<file path="config.mk">
export PLATFORM = sky130hd
export DESIGN_NAME = demux_stream_router
export DESIGN_NICKNAME = d
export VERILOG_FILES = /design/src/rtl/demux_stream_router.sv
export SDC_FILE = /design/constraint.sdc
export NUM_CORES = 1
export LEC_CHECK = 0
export ABC_AREA = 1
export CAP_MARGIN = 5
export CORE_ASPECT_RATIO = 0.9
export CORE_MARGIN = 4
export CORE_UTILIZATION = 46
export CTS_CLUSTER_DIAMETER = 50
export CTS_CLUSTER_SIZE = 24
export DETAILED_ROUTE_END_ITERATION = 8
export PLACE_DENSITY = 0.82
export SLEW_MARGIN = 20
export SYNTH_ARGS = -nofsm -noshare
export SYNTH_HDL_FRONTEND = slang
export SYNTH_SLANG_ARGS = --single-unit
export TNS_END_PERCENT = 5
</file>
<file path="constraint.sdc">
create_clock -name clk -period 1.6 [get_ports clk]
set_input_delay 0.24 -clock clk [delete_from_list [all_inputs] [get_ports clk]]
set_output_delay 0.24 -clock clk [all_outputs]
set_load 0.02 [all_outputs]
</file>
<file path="src/rtl/demux_stream_router.sv">
// Packet router: locks a destination per packet and steers each beat to y0 or y1, one beat per cycle.
// Latency: one registered stage. Backpressure: in_ready drops while the held beat's consumer is not ready.
module demux_stream_router #(
    parameter int W       = 8,
    parameter bit RR_MODE = 1'b0
) (
    input  logic         clk,
    input  logic         rst_n,
    input  logic         en,
    input  logic         in_valid,
    output logic         in_ready,
    input  logic [W-1:0] in_data,
    input  logic         in_last,
    input  logic         in_dest,
    output logic         y0_valid,
    input  logic         y0_ready,
    output logic [W-1:0] y0_data,
    output logic         y0_last,
    output logic         y1_valid,
    input  logic         y1_ready,
    output logic [W-1:0] y1_data,
    output logic         y1_last,
    output logic         busy,
    output logic         cur_sel,
    output logic [7:0]   pkt_cnt0,
    output logic [7:0]   pkt_cnt1
);

    typedef enum logic {
        S_IDLE = 1'b0,
        S_PKT  = 1'b1
    } state_t;

    state_t         r_state;
    state_t         w_state_nxt;
    logic           r_out_valid;
    logic           r_out_sel;
    logic [W-1:0]   r_out_data;
    logic           r_out_last;
    logic           r_lock_sel;
    logic           r_rr_next;
    logic [7:0]     r_pkt_cnt0;
    logic [7:0]     r_pkt_cnt1;

    logic           w_hold_ok;
    logic           w_in_ready;
    logic           w_accept;
    logic           w_dest;
    logic           w_pkt_done;

    // The held beat can be replaced when it is empty or being drained this cycle.
    assign w_hold_ok  = ~r_out_valid | (r_out_sel ? y1_ready : y0_ready);
    assign w_accept   = in_valid & w_in_ready;
    assign w_pkt_done = w_accept & in_last;

    always_comb begin
        w_state_nxt = r_state;
        w_in_ready  = 1'b0;
        w_dest      = r_lock_sel;
        case (r_state)
            S_IDLE: begin
                w_in_ready = en & w_hold_ok;
                w_dest     = RR_MODE ? r_rr_next : in_dest;
                if (in_valid && w_in_ready && !in_last) begin
                    w_state_nxt = S_PKT;
                end
            end
            S_PKT: begin
                w_in_ready = w_hold_ok;
                if (in_valid && w_in_ready && in_last) begin
                    w_state_nxt = S_IDLE;
                end
            end
        endcase
    end

    always_ff @(posedge clk or negedge rst_n) begin
        if (!rst_n) begin
            r_state <= S_IDLE;
        end else begin
            r_state <= w_state_nxt;
        end
    end

    always_ff @(posedge clk or negedge rst_n) begin
        if (!rst_n) begin
            r_out_valid <= 1'b0;
            r_out_sel   <= 1'b0;
            r_out_data  <= '0;
            r_out_last  <= 1'b0;
        end else if (w_accept) begin
            r_out_valid <= 1'b1;
            r_out_sel   <= w_dest;
            r_out_data  <= in_data;
            r_out_last  <= in_last;
        end else if (w_hold_ok) begin
            r_out_valid <= 1'b0;
        end
    end

    // Destination is latched only on a first beat; counters move on input-side last beats.
    always_ff @(posedge clk or negedge rst_n) begin
        if (!rst_n) begin
            r_lock_sel <= 1'b0;
            r_rr_next  <= 1'b0;
            r_pkt_cnt0 <= 8'd0;
            r_pkt_cnt1 <= 8'd0;
        end else begin
            if (w_accept && r_state == S_IDLE) begin
                r_lock_sel <= w_dest;
            end
            if (w_pkt_done) begin
                if (w_dest) begin
                    r_pkt_cnt1 <= r_pkt_cnt1 + 8'd1;
                end else begin
                    r_pkt_cnt0 <= r_pkt_cnt0 + 8'd1;
                end
                if (RR_MODE) begin
                    r_rr_next <= ~r_rr_next;
                end
            end
        end
    end

    assign in_ready = w_in_ready;
    assign y0_valid = r_out_valid & ~r_out_sel;
    assign y1_valid = r_out_valid &  r_out_sel;
    assign y0_data  = r_out_sel ? '0 : r_out_data;
    assign y1_data  = r_out_sel ? r_out_data : '0;
    assign y0_last  = ~r_out_sel & r_out_last;
    assign y1_last  =  r_out_sel & r_out_last;
    assign busy     = (r_state == S_PKT) | r_out_valid;
    assign cur_sel  = r_lock_sel;
    assign pkt_cnt0 = r_pkt_cnt0;
    assign pkt_cnt1 = r_pkt_cnt1;

endmodule

</file>
Word-level counts from Yosys, hierarchy flattened:

Cells that the tools add are included.

* input bits: 16
* flip-flop bits (word level): 29
* logic and storage cells: 42

* muxes and demuxes: 10
* reduce and logical (&&, ||, !) cells: 9
* $add $sub $neg: 2
* bitwise logic cells: 13

Operator list (number)
* 8-bit by 1-bit adder with 8-bit output (second input constant): 2
* 8-bit two-way mux: 2
* 1-bit bitwise AND: 7
* 1-bit two-way mux: 6
* 1-bit logical AND: 5
* 1-bit inverter: 4
* 1-bit one-hot mux with 2 select lines: 2
* 2-bit AND reduction: 2
* 1-bit OR: 2
* 2-bit nonzero test: 1
* 1-bit zero test: 1

Depth between registers and ports, before layout:

* depth in word-level cells: 7
* depth in mapped cells: 8
* gate-level depth less buffers: 7

Worst setup path before layout:

No wires, ideal clock.

* path kind: register to register
* from: register r_lock_sel, in the netlist cur_sel
* to: register r_pkt_cnt1[7], in the netlist pkt_cnt1[7]
* slack: 0.231 ns
* arrival: 1.248 ns
* setup time: 0.121 ns
* stages on the path, launching flop included: 7
* path through: dfrtp_1 inv_1 a21oi_2 inv_2 buf_6 o21bai_1 nand2_1

* cells in the longest elaborated chain, start to end: 2

RTL lines
* start, declared: RTL line 40 `logic r_lock_sel;`
* start signal, assigned: RTL line 110 `r_lock_sel <= w_dest;`
* 1-bit two-way mux: RTL line 60 `case (r_state)`
* 2-bit AND reduction (no line)
* end signal, assigned: RTL line 114 `r_pkt_cnt1 <= r_pkt_cnt1 + 8'd1;`
* end, declared: RTL line 43 `logic [7:0] r_pkt_cnt1;`

Every way passes these cells.
A chain may end at the register's enable or synchronous reset.

Final worst setup path:

* from: register r_pkt_cnt1[4], in the netlist pkt_cnt1[4]
* to: output port pkt_cnt1[4]

RTL lines
* end, declared: RTL line 26 `output logic [7:0] pkt_cnt1`

No word-level cell between the ends.

==> results <==
worst paths after layout:
kind / cells past startpoint / end / start
max reg2reg: 8 / r_out_data[2] / r_out_sel
min: 2 / r_out_data[1] / rst_n
min in group clk: 3 / r_out_data[5] / in_data[5]
max in group asynchronous: 2 / r_out_sel / rst_n
min reg2reg: 2 / r_out_data[4] / r_out_data[4]
max: 1 / pkt_cnt1[4] / pkt_cnt1[4]
area by class of cell:
type,instances,area share [%]
flip-flops and latches,29,30.1
clock buffers,7,3.58
well taps,44,2.28
multi-input cells,152,31.8
repair buffers,65,25.3
inverters,44,6.85
worst reg2reg max path: stages (launching register included):
cell     delay, ns
dfrtp_2       0.46
inv_1         0.07
nand2_1       0.05
nand3_2       0.06
buf_4         0.13
nand3_2       0.13
inv_2         0.27
nand2_1       0.10
o21ai_1       0.09
flip-flops by register name, summed over array words and instances (netlist names):
name	cells
cur_sel	1
pkt_cnt0	8
pkt_cnt1	8
r_out_data	8
r_out_last	1
r_out_sel	1
r_out_valid	1
r_state	1
where the power goes:
| part | switching [mW] | internal (mW) |
|---|---|---|
| clock network | 0.282 | 0.341 |
| registers | 0.342 | 1.09 |
| logic | 1.69 | 1.19 |
| total | 2.32 | 2.62 |
placed cells by master, fill, tap and decap left out, types with 3 or more instances in the layout:
master / netlist / final
buf_12: 0 / 3
buf_4: 1 / 8
clkbuf_2: 0 / 9
clkbuf_8: 0 / 6
clkdlybuf4s15_1: 0 / 9
clkdlybuf4s50_1: 0 / 26
dfrtp_1: 29 / 28
dlygate4sd2_1: 0 / 6
dlymetal6s2s_1: 0 / 3
inv_1: 42 / 42
nand2_1: 62 / 62
nand3_1: 23 / 23
nor2_1: 19 / 19
o21ai_0: 4 / 4
o21ai_1: 11 / 11
o21bai_1: 16 / 16
xor2_1: 6 / 6
cells by family after synthesis:
logic type      after synthesis  share of synthesized area (%)
xor+xnor                      6                           3.08
buf+inv                      51                           12.5
compound gates               33                           12.2
simple gates                111                           28.2
fa+ha+maj                     2                           1.47
flops                        29                           42.5
routing by layer:
metal / GRT usage [%] / vias to the layer above
met2: 30.0 / 43
met4: 6.10 / 0
met1: 25.7 / 782
li1: - / 847
met3: 6.53 / 6
met5: 0 / -
through the flow:
stage               area [um2]  power (mW)  TNS (ns)  hold slack [ns]
global placement          2370        4.47    -0.206            0.523
global route              2410        5.31   -0.0297            0.400
finish                    2410        4.93         0            0.347
detailed placement        2370        4.55    -0.382            0.534
floorplan                 1710        3.15         0          -0.0556
CTS                       2430        4.99         0            0.361
==> run metrics <==
CP required=1.36 ns; Ports=55; largest net degree at the start of global routing=30; Final GP Congestion=0.839; via/cell ratio=4.92; Root Driver=clkbuf_8; clock latency on the worst-skew pair=0.28 ns; Routed met1 length=1.87 mm; CTS Sinks=29; Residual DRC=0; ANT cells=0; Ys Warns=0; FF+latch count, synth=29; arrival time at the worst endpoint=1.33 ns; first-pass GRT wire length=7.18 mm; post-synthesis sequential area ratio=42.5%; layout cells sized above 1=11.8%; leakage power=1.31 nW; Setup Slack @ Placement=-0.213 ns; DR WL/cell=12.4 um; final setup fails=0; Max stage delay on crit path=0.63 ns; Die Y=65.8 um; ys async rst share=100%; top-count cell post-synth=nand2_1; clock slew at reported path FFs=0.06 ns; critical path endpoint category=output pin; met2 WL post-DR=2.08 mm; cell taking the most area after synthesis=dfrtp_1; setup bufs post-CTS=0; Critical Path Start Type=flop; crit-path max FO=5; synthesis-to-finish area growth=41.3%; DR top layer=met4; Initial Utilization=49.1%; MaxCap Viol Count=0; area occupied by registers=727 um2; VDD IR max=1.06 mV; CP cell instances=clkdlybuf4s50_1; total wire length=4.23 mm; fmax=638 MHz; Cell Area, Synth=0.00171 mm2; post-layout util=69.4%; measured slew at the worst slew-check pin=0.378 ns; DP HPWL=3.05 mm; FILL cells=303; Slowest cell on crit path=clkdlybuf4s50_1; status=complete, no violations; worst hold path class=in2async; CTS Buf Count=5; PD cells=2040 mW/mm2; Pins Over Slew Limit=0; Std-Cell Rows=20; Synth area leaders=dfrtp_1, nand2_1, inv_1, o21bai_1, nand3_1; top_reg_cell synth=dfrtp_1; Die Span X=72.2 um; WP buf/inv=1; Final period util=97.9%; Setup WS post-layout=0.0336 ns; top cells by count, synth=nand2_1, inv_1, dfrtp_1, nand3_1, nor2_1; setup slack, reg-to-reg=0.16 ns; gr usage total=19.5%; EDFF count, synth=0; area of the die=0.00475 mm2; RSZ-0062 raised after global routing=yes; Synth Area per Inst=7.36 um2; H-tree lvl count=2; core box area=0.00348 mm2; DRT Pass-1 Iters=4; worst setup path class=reg2out; Final Hold Vio Count=0; Buffers on Ports=54; antenna violations before repair=0; First DRT Iteration DRCs=170; Vias=1,678; vias in the first global route=1,518; Yosys cell types=22; multi-input logic area=768 um2; Resized Gates After CTS=29; antenna viol nets, final=0; Post-CTS Hold Buffers=0; Finished Layout Cells=341; cell total after placement=334; Overflow after GRT=0; top-area cell type share of the netlist area=42.5%; Period minus WS final=1.57 ns; Syn Nets=250; CTS tree=built; delay-heaviest family, CP=buffers and inverters; # nets final=315; slew margin rel.=74.8%; met3 WL post-DR=244 um; Max clock buf depth=2; Max Clock Skew=0.00447 ns; Gate Count Post-Synth=232
Note: power is estimated with default switching activity, not from simulation.
